### config.mk
export PLATFORM = sky130hd
export DESIGN_NAME = sc_et_sequencer
export DESIGN_NICKNAME = d
export VERILOG_FILES = /design/src/rtl/sc_et_sequencer.sv
export SDC_FILE = /design/constraint.sdc
export NUM_CORES = 1
export LEC_CHECK = 0
export ABC_CLOCK_PERIOD_IN_PS = 2850
export BUFFER_PORTS_ARGS = -buffer_cell sky130_fd_sc_hd__buf_2
export CAP_MARGIN = 10
export CORE_MARGIN = 4
export CORE_UTILIZATION = 55
export DETAILED_ROUTE_END_ITERATION = 16
export PLACE_DENSITY = 0.76
export SYNTH_ARGS = -nofsm -noshare
export SYNTH_HDL_FRONTEND = slang
export SYNTH_SLANG_ARGS = --single-unit
### constraint.sdc
create_clock -name clk -period 2.85 [get_ports clk]
set_input_delay 0 -clock clk [delete_from_list [all_inputs] [get_ports clk]]
set_output_delay 0 -clock clk [all_outputs]
set_load 0.03 [all_outputs]
### src/rtl/sc_et_sequencer.sv
// sc_et_sequencer: runs one early-terminated stochastic-computing evaluation.
// An 8-bit LFSR and a comparator turn the operand into a bitstream. Ones on the
// datapath result are counted until the ET detector fires or the programmed
// length is reached. Count, length and termination reason are then held for the host.
module sc_et_sequencer #(
  parameter logic [7:0] SEED      = 8'h01,
  parameter int         CNT_WIDTH = 9
) (
  input  logic                 clk,
  input  logic                 rst_n,
  input  logic                 start,
  input  logic [7:0]           x,
  input  logic [CNT_WIDTH-1:0] max_len,
  output logic                 sx,
  output logic                 sc_valid,
  input  logic                 z,
  input  logic                 et_done,
  output logic                 busy,
  output logic                 done,
  output logic [CNT_WIDTH-1:0] ones,
  output logic [CNT_WIDTH-1:0] len,
  output logic                 early
);

  typedef enum logic [1:0] {
    S_IDLE = 2'd0,
    S_RUN  = 2'd1,
    S_DONE = 2'd2
  } state_t;

  localparam logic [CNT_WIDTH-1:0] CNT_ZERO = {CNT_WIDTH{1'b0}};
  localparam logic [CNT_WIDTH-1:0] CNT_ONE  = {{(CNT_WIDTH-1){1'b0}}, 1'b1};

  // One step of the maximal-length Fibonacci LFSR (taps 8,6,5,4).
  function automatic logic [7:0] lfsr_step(input logic [7:0] v);
    return {v[6:0], v[7] ^ v[5] ^ v[4] ^ v[3]};
  endfunction

  state_t               state_q, state_d;
  logic [7:0]           lfsr_q, lfsr_d;
  logic [7:0]           x_q, x_d;
  logic [CNT_WIDTH-1:0] max_len_q, max_len_d;
  logic [CNT_WIDTH-1:0] ones_q, ones_d;
  logic [CNT_WIDTH-1:0] len_q, len_d;
  logic                 early_q, early_d;
  logic [CNT_WIDTH-1:0] len_inc_s;

  assign len_inc_s = len_q + CNT_ONE;

  // Next-state and datapath update for the IDLE/RUN/DONE controller.
  always_comb begin
    state_d   = state_q;
    lfsr_d    = lfsr_q;
    x_d       = x_q;
    max_len_d = max_len_q;
    ones_d    = ones_q;
    len_d     = len_q;
    early_d   = early_q;
    case (state_q)
      S_IDLE: begin
        if (start) begin
          x_d       = x;
          max_len_d = max_len;
          lfsr_d    = SEED;
          ones_d    = CNT_ZERO;
          len_d     = CNT_ZERO;
          early_d   = 1'b0;
          // A zero-length request skips RUN entirely.
          if (max_len == CNT_ZERO) begin
            state_d = S_DONE;
          end else begin
            state_d = S_RUN;
          end
        end else begin
          state_d = S_IDLE;
        end
      end
      S_RUN: begin
        len_d  = len_inc_s;
        ones_d = ones_q + {{(CNT_WIDTH-1){1'b0}}, z};
        lfsr_d = lfsr_step(lfsr_q);
        // The current cycle's z is already counted above in both exit cases.
        if (et_done || (len_inc_s == max_len_q)) begin
          state_d = S_DONE;
          early_d = et_done;
        end else begin
          state_d = S_RUN;
        end
      end
      S_DONE: begin
        state_d = S_IDLE;
      end
      default: begin
        state_d = S_IDLE;
      end
    endcase
  end

  // Controller state and run registers; reset aborts any run without a done pulse.
  always_ff @(posedge clk or negedge rst_n) begin
    if (!rst_n) begin
      state_q   <= S_IDLE;
      lfsr_q    <= SEED;
      x_q       <= 8'h00;
      max_len_q <= CNT_ZERO;
      ones_q    <= CNT_ZERO;
      len_q     <= CNT_ZERO;
      early_q   <= 1'b0;
    end else begin
      state_q   <= state_d;
      lfsr_q    <= lfsr_d;
      x_q       <= x_d;
      max_len_q <= max_len_d;
      ones_q    <= ones_d;
      len_q     <= len_d;
      early_q   <= early_d;
    end
  end

  // Status decodes come straight from the state register. The stochastic bit
  // must reflect the current LFSR value so the datapath can respond in the same cycle.
  assign sc_valid = (state_q == S_RUN);
  assign busy     = (state_q != S_IDLE);
  assign done     = (state_q == S_DONE);
  assign sx       = (state_q == S_RUN) && (lfsr_q < x_q);
  assign ones     = ones_q;
  assign len      = len_q;
  assign early    = early_q;

endmodule

==> results.cfg, run 1 <==
[status]
status = complete, no violations

[worst_hold_path]
hold_class = primary input to flip-flop
holdPathEnd = ones[0]
hold_depth = 4
hp-start = z

[timing]
fin_tns_setup_ns = 0
hold_viol = 0
fmax_mhz = 458.7
finalCritPeriodShare = 0.7649
worst_pin_slew_ns = 1.018
slew_headroom = 0.3211
finalSetupViolations = 0
rsz0062_at_grt = false
finalMaxSlewViolations = 0
skew_ns = 0.008336
period_minus_slack_ns = 2.180

[floorplanning]
initial_core_util = 0.5853
dieArea_sq_um = 5502
io_pins = 45
row_count = 23
die_h_um = 74.18
dieWidth_um = 74.18
core_area_sq_um = 4115

[clocking]
cts_resized = 0
cts_hold_buf = 19
post_cts_buffers = 0
cts_made_buffers = 5
cts_tree = built
cts-root-buf = clkbuf_8
cts_sinks = 46
clkTransAtPathRegs_ns = 0.09
clockBufferDepth = 2
cts.htree.levels = 2
worst_skew_pair.late_latency_ns = 0.30

[global_route]
grt_pass1_vias = 2010
track_usage = 0.2234
grt_pass1_wl_um = 9466
grt_max_degree = 47
grt_antenna_before_repair = 0
grt-ovfl-total = 0

[critical_path]
crit_chain = ha_1 -> xor2_1 -> mux2i_1 -> a22oi_1 -> nor4_2 -> nand3_1 -> a32o_1
r2r_start = len[0]
r2r_slack_ns = 0.67
cp.arrival_ns = 2.37
r2r_cells = 7
cp_num_buf_inv = 0
required_ns = 3.04
rr_endpoint = early
cp-end-kind = flip-flop
slowest_delay_ns = 0.47
critPathMaxFanout = 8
cp_slowest_cell = dfrtp_1
crit_family = flip-flops
critPathLaunchType = flip-flop
worstSetupPathType = flip-flop to flip-flop

[synth]
syn_avg_cell_area_sq_um = 8.954
yosys_warnings = 0
synthTopCellsByArea = dfrtp_1, nand2_1, o21ai_0
syn-num-nets = 301
ys_ff_latch = 46
yosysTopAreaCell = dfrtp_1
synth_top_area_share = 0.4675
ys_seq_area_frac = 0.4784
yosysUniqueCellTypes = 40
synthCells = 269
syn-cell-area_sq_um = 2409

[power_and_ir_drop]
pwr-share-comb = 0.440
total_leakage_power_nw = 1.453
fin_total_pwr_mw = 2.660
p_sw_mw = 1.125
switching_share = 0.4230
seq_power_share = 0.392
power.density_nw_per_um2 = 903.4
intPower_mw = 1.535
ir_worst_vdd_mv = 0.6060
pwr-share-clk = 0.168

[route]
via_count = 2062
wl_um = 5414
drt-initial-drc-count = 154
antenna_left = 0
post_drt_via_cell_ratio = 5.426
drc = 0
first_pass_iters = 4
wl_per_cell_um = 14.25

[layout]
layout-drive-gt1-share = 0.1818
areaGrowthSynthToFinish_pct = 22.23
fillers = 327
antennaDiodeCount = 0
fin_nets = 361

[placement]
gp_congestion = 0.9085
portBuffers = 44
post-dp-hpwl_um = 3517

[job]
drv_cap = 0
==> worst max path at each step <==
| stage | start | to | slack [ns] | depth (start not counted) |
|---|---|---|---|---|
| floorplan | len[0] | early | 0.65 | 7 |
| CTS | len[0] | early | 0.68 | 7 |
| global route | len[0] | early | 0.44 | 7 |
| finish | len[0] | early | 0.67 | 7 |
| detailed placement | len[0] | early | 0.70 | 7 |
| global placement | len[0] | early | 0.76 | 7 |
==> layout make-up <==
type                    count  area (sq um)  share of cell area
clock inverters             1         8.758            0.002975
well taps                  50         62.56             0.02125
flip-flops and latches     46          1152              0.3914
repair buffers             66         432.9              0.1470
inverters                   9         33.78             0.01147
clock buffers               7         96.34             0.03272
multi-input cells         201          1157              0.3931
==> routing by layer <==
layer	track usage	wire, um
met1	0.3240	2598
met2	0.3346	2444
met3	0.04865	280
met4	0.07243	91
met5	0	0
==> cell usage in the layout, fill, tap and decap left out, types with 4 or more instances in the layout <==
cell           count
clkbuf_8           7
dfrtp_1           45
buf_2             44
o21ai_0           37
mux2i_1            4
a21oi_1            5
nand3_1           10
dlygate4sd3_1     19
ha_1              10
nand2_1           70
nor2_1            12
xnor2_1           12
inv_1              9
o31ai_1            4
==> stage by stage <==
| stage | worst slack (ns) | hold WS (ns) | utilization | cell area, sq um | instances |
|---|---|---|---|---|---|
| after detailed placement | 0.7017 | 0.1912 | 0.6437 | 2649 | 353 |
| after floorplan | 0.6512 | -0.2956 | - | 2409 | 269 |
| after global routing | 0.4438 | 0.05302 | 0.7154 | 2944 | 380 |
| after global placement | 0.7616 | 0.1895 | 0.6437 | 2649 | 353 |
| after CTS | 0.6836 | 0.03122 | 0.7154 | 2944 | 380 |
| final | 0.6699 | 0.02991 | 0.7154 | 2944 | 380 |
==> flip-flops by register name, summed over array words and instances, names as in the netlist <==
register / count
ones: 9
lfsr_q: 8
len: 9
max_len_q: 9
state_q: 2
early: 1
x_q: 8
==> cell usage after synthesis <==
cell	number
mux2i_1	4
dfrtp_1	45
nor4_1	3
a21bo_1	1
o41ai_2	1
or4_1	1
xnor2_1	12
nand2b_1	2
inv_1	9
and3_1	2
and2_1	3
xor2_1	3
buf_1	2
a32o_1	1
nor2b_1	3
and3_4	1
nand2_1	70
o32a_1	1
a211oi_1	1
buf_6	2
a31oi_1	1
clkbuf_1	8
nor2_1	12
buf_2	1
o2bb2ai_1	1
o21ai_0	37
nand2_2	1
dfstp_2	1
o31ai_1	4
a21oi_1	5
nand4b_1	1
o311ai_1	1
nor4_2	1
a22oi_1	1
nand4_1	2
nand3_1	10
a21o_1	2
o21ai_1	1
and4_1	2
ha_1	10
==> power groups by stage <==
stage,registers (mW),clock network (mW),logic (mW)
after floorplan,1.08,0,0.820
after global placement,1.04,0,1.12
after global routing,1.07,0.486,1.34
after detailed placement,1.05,0,1.15
final,1.04,0.446,1.17
after CTS,1.04,0.457,1.18
==> worst min-delay path, cell delays in order <==
cell	delay (ns)
buf_2	0.08
ha_1	0.12
nand2_1	0.04
o21ai_0	0.07
==> kinds of logic after synthesis <==
kind of cell | count (synthesis) | share of synthesized area
buf+inv | 22 | 0.04104
compound gates | 58 | 0.1434
mux | 4 | 0.01662
flops | 46 | 0.4784
fa+ha+maj | 10 | 0.05195
xor+xnor | 15 | 0.05455
simple gates | 114 | 0.2140
(Power assumes the default switching activity.)
==> run 2: changes to the inputs <==
Settings changed: ABC_CLOCK_PERIOD_IN_PS 2850 to 1800, CORE_UTILIZATION 55 to 50, PLACE_DENSITY 0.76 to 0.73.
Clock period 2.85 ns to 1.8 ns, I/O delays scaled along.
==> run 2 against run 1 <==
Compared with the run above: the flow now finishes with violations (negative setup slack); global-route usage shrank 1.0 points; largest cell class unchanged; critical endpoint is now sx; first-iteration DRC count down 45%; clock skew down 0.00079 ns.
==> results.cfg, run 2 (synthesis gave the netlist of run 1 again) <==
[clocking]
worst_skew_pair.late_latency_ns = 0.30
clkTransAtPathRegs_ns = 0.08
cts_made_buffers = 5
cts.htree.levels = 2
clockBufferDepth = 2
cts_sinks = 46
cts-root-buf = clkbuf_8
cts_tree = built

[global_route]
grt_pass1_vias = 2099
grt_antenna_before_repair = 0
track_usage = 0.2130
grt_max_degree = 37
grt-ovfl-total = 0
grt_pass1_wl_um = 10240

[layout]
layout-drive-gt1-share = 0.2486
fin_cells = 398
design_area_sq_um = 3110
fillers = 344
antennaDiodeCount = 0
mostFrequentLayoutCell = nand2_1
fin_nets = 377
mostFrequentLayoutCells = nand2_1, buf_2, dfrtp_1
areaGrowthSynthToFinish_pct = 29.14

[timing]
worst_pin_slew_ns = 0.5811
hold_viol = 0
finalMaxSlewViolations = 0
fmax_mhz = 525.2
period_minus_slack_ns = 1.904
fin_tns_setup_ns = -0.1969
rsz0062_at_grt = true
hold_ws_ns = 0.04605
finalSetupViolations = 2
skew_ns = 0.007542
finalCritPeriodShare = 1.058
layout_setup_ws_ns = -0.1042
slew_headroom = 0.6126

[route]
drc = 0
post_drt_via_cell_ratio = 5.384
via_count = 2143
antenna_left = 0
wl_um = 5933
first_pass_iters = 4
wl_per_cell_um = 14.91
drt-initial-drc-count = 85

[critical_path]
cp-end-kind = output port
critPathLaunchType = flip-flop
rr_endpoint = early
crit_chain = ha_1 -> a21o_1 -> a21o_1 -> a211oi_2 -> o21ai_1 -> o311ai_1 -> buf_4
cp.arrival_ns = 1.90
cp_slowest_cell = dfrtp_1
r2r_start = len[0]
worstSetupPathType = flip-flop to output port
slowest_delay_ns = 0.40
cp_common_cell = a21o_1
required_ns = 1.80
r2r_cells = 7
critPathMaxFanout = 2
crit_family = compound AO/OA/AOI/OAI gates
crit_path_start = lfsr_q[1]
cp_num_buf_inv = 1
r2r_slack_ns = -0.09

[power_and_ir_drop]
ir_worst_vdd_mv = 0.7863
total_leakage_power_nw = 1.531
power.density_nw_per_um2 = 1457

[floorplanning]
initial_core_util = 0.5347
die_h_um = 77.41
io_pins = 45
row_count = 24
dieArea_sq_um = 5992
core_area_sq_um = 4504
dieWidth_um = 77.41

[placement]
placed_cell_area_sq_um = 2773
post-dp-hpwl_um = 3945
portBuffers = 44
dp.cells = 368
gp_congestion = 0.8565

[worst_hold_path]
hold_depth = 4
holdPathEnd = ones[0]
hp-start = z
hold_class = primary input to flip-flop

[job]
drv_cap = 0

[status]
violations = negative setup slack
status = finished with violations
[run 2: final cells by class]
class / instances / area, sq um / share of cell area
sequential: 46 / 1156 / 0.3717
clock buffer: 8 / 110.1 / 0.03540
multi-input combinational: 201 / 1190 / 0.3825
inverter: 9 / 33.78 / 0.01086
tap: 52 / 65.06 / 0.02092
timing repair buffer: 82 / 555.5 / 0.1786
[run 2: how the worst max path moves through the flow]
stage	to	slack, ns	depth (start not counted)
floorplan	early	-0.06	7
global placement	early	0.02	7
detailed placement	early	-0.03	7
CTS	sx	-0.08	7
global route	sx	-0.22	7
finish	sx	-0.10	7
[run 2: report_power, final]
part | switching, mW | internal [mW] | leakage, nW
clock | 0.334 | 0.388 | 0.0575
sequential | 0.275 | 1.38 | 0.596
combinational | 1.26 | 0.893 | 0.878
[run 2: tightest hold or removal path, delay by kind of cell]
family	cells	cell delay, ns
AOI/OAI and AO/OA	1	0.07
buffers and inverters	1	0.08
adders and majority gates	1	0.12
and+or+nand+nor	1	0.04
[run 2: per-stage QoR]
step                setup WS (ns)    util  power [mW]
floorplan                -0.06283       -       3.046
global placement          0.01501  0.6156       3.559
detailed placement       -0.03079  0.6156       3.644
CTS                      -0.08200  0.6856       4.472
global route              -0.2241  0.6906       4.903
finish                    -0.1042  0.6906       4.530
[run 2: repair_timing]
| item | 4_1_cts | 5_1_grt |
|---|---|---|
| hold buffers | 19 | 0 |
| endpoints found under the hold margin | 40 | 0 |
| endpoints found under the setup margin | 2 | 9 |
| resized for setup | 3 | 4 |
| pin swaps | 5 | 1 |
| buffers inserted | 1 | 2 |
[run 2: layer usage]
layer | track usage | wire length, um
met1 | 0.2781 | 2693
met5 | 0 | 0
met4 | 0.06584 | 144
met3 | 0.04861 | 305
met2 | 0.3541 | 2789
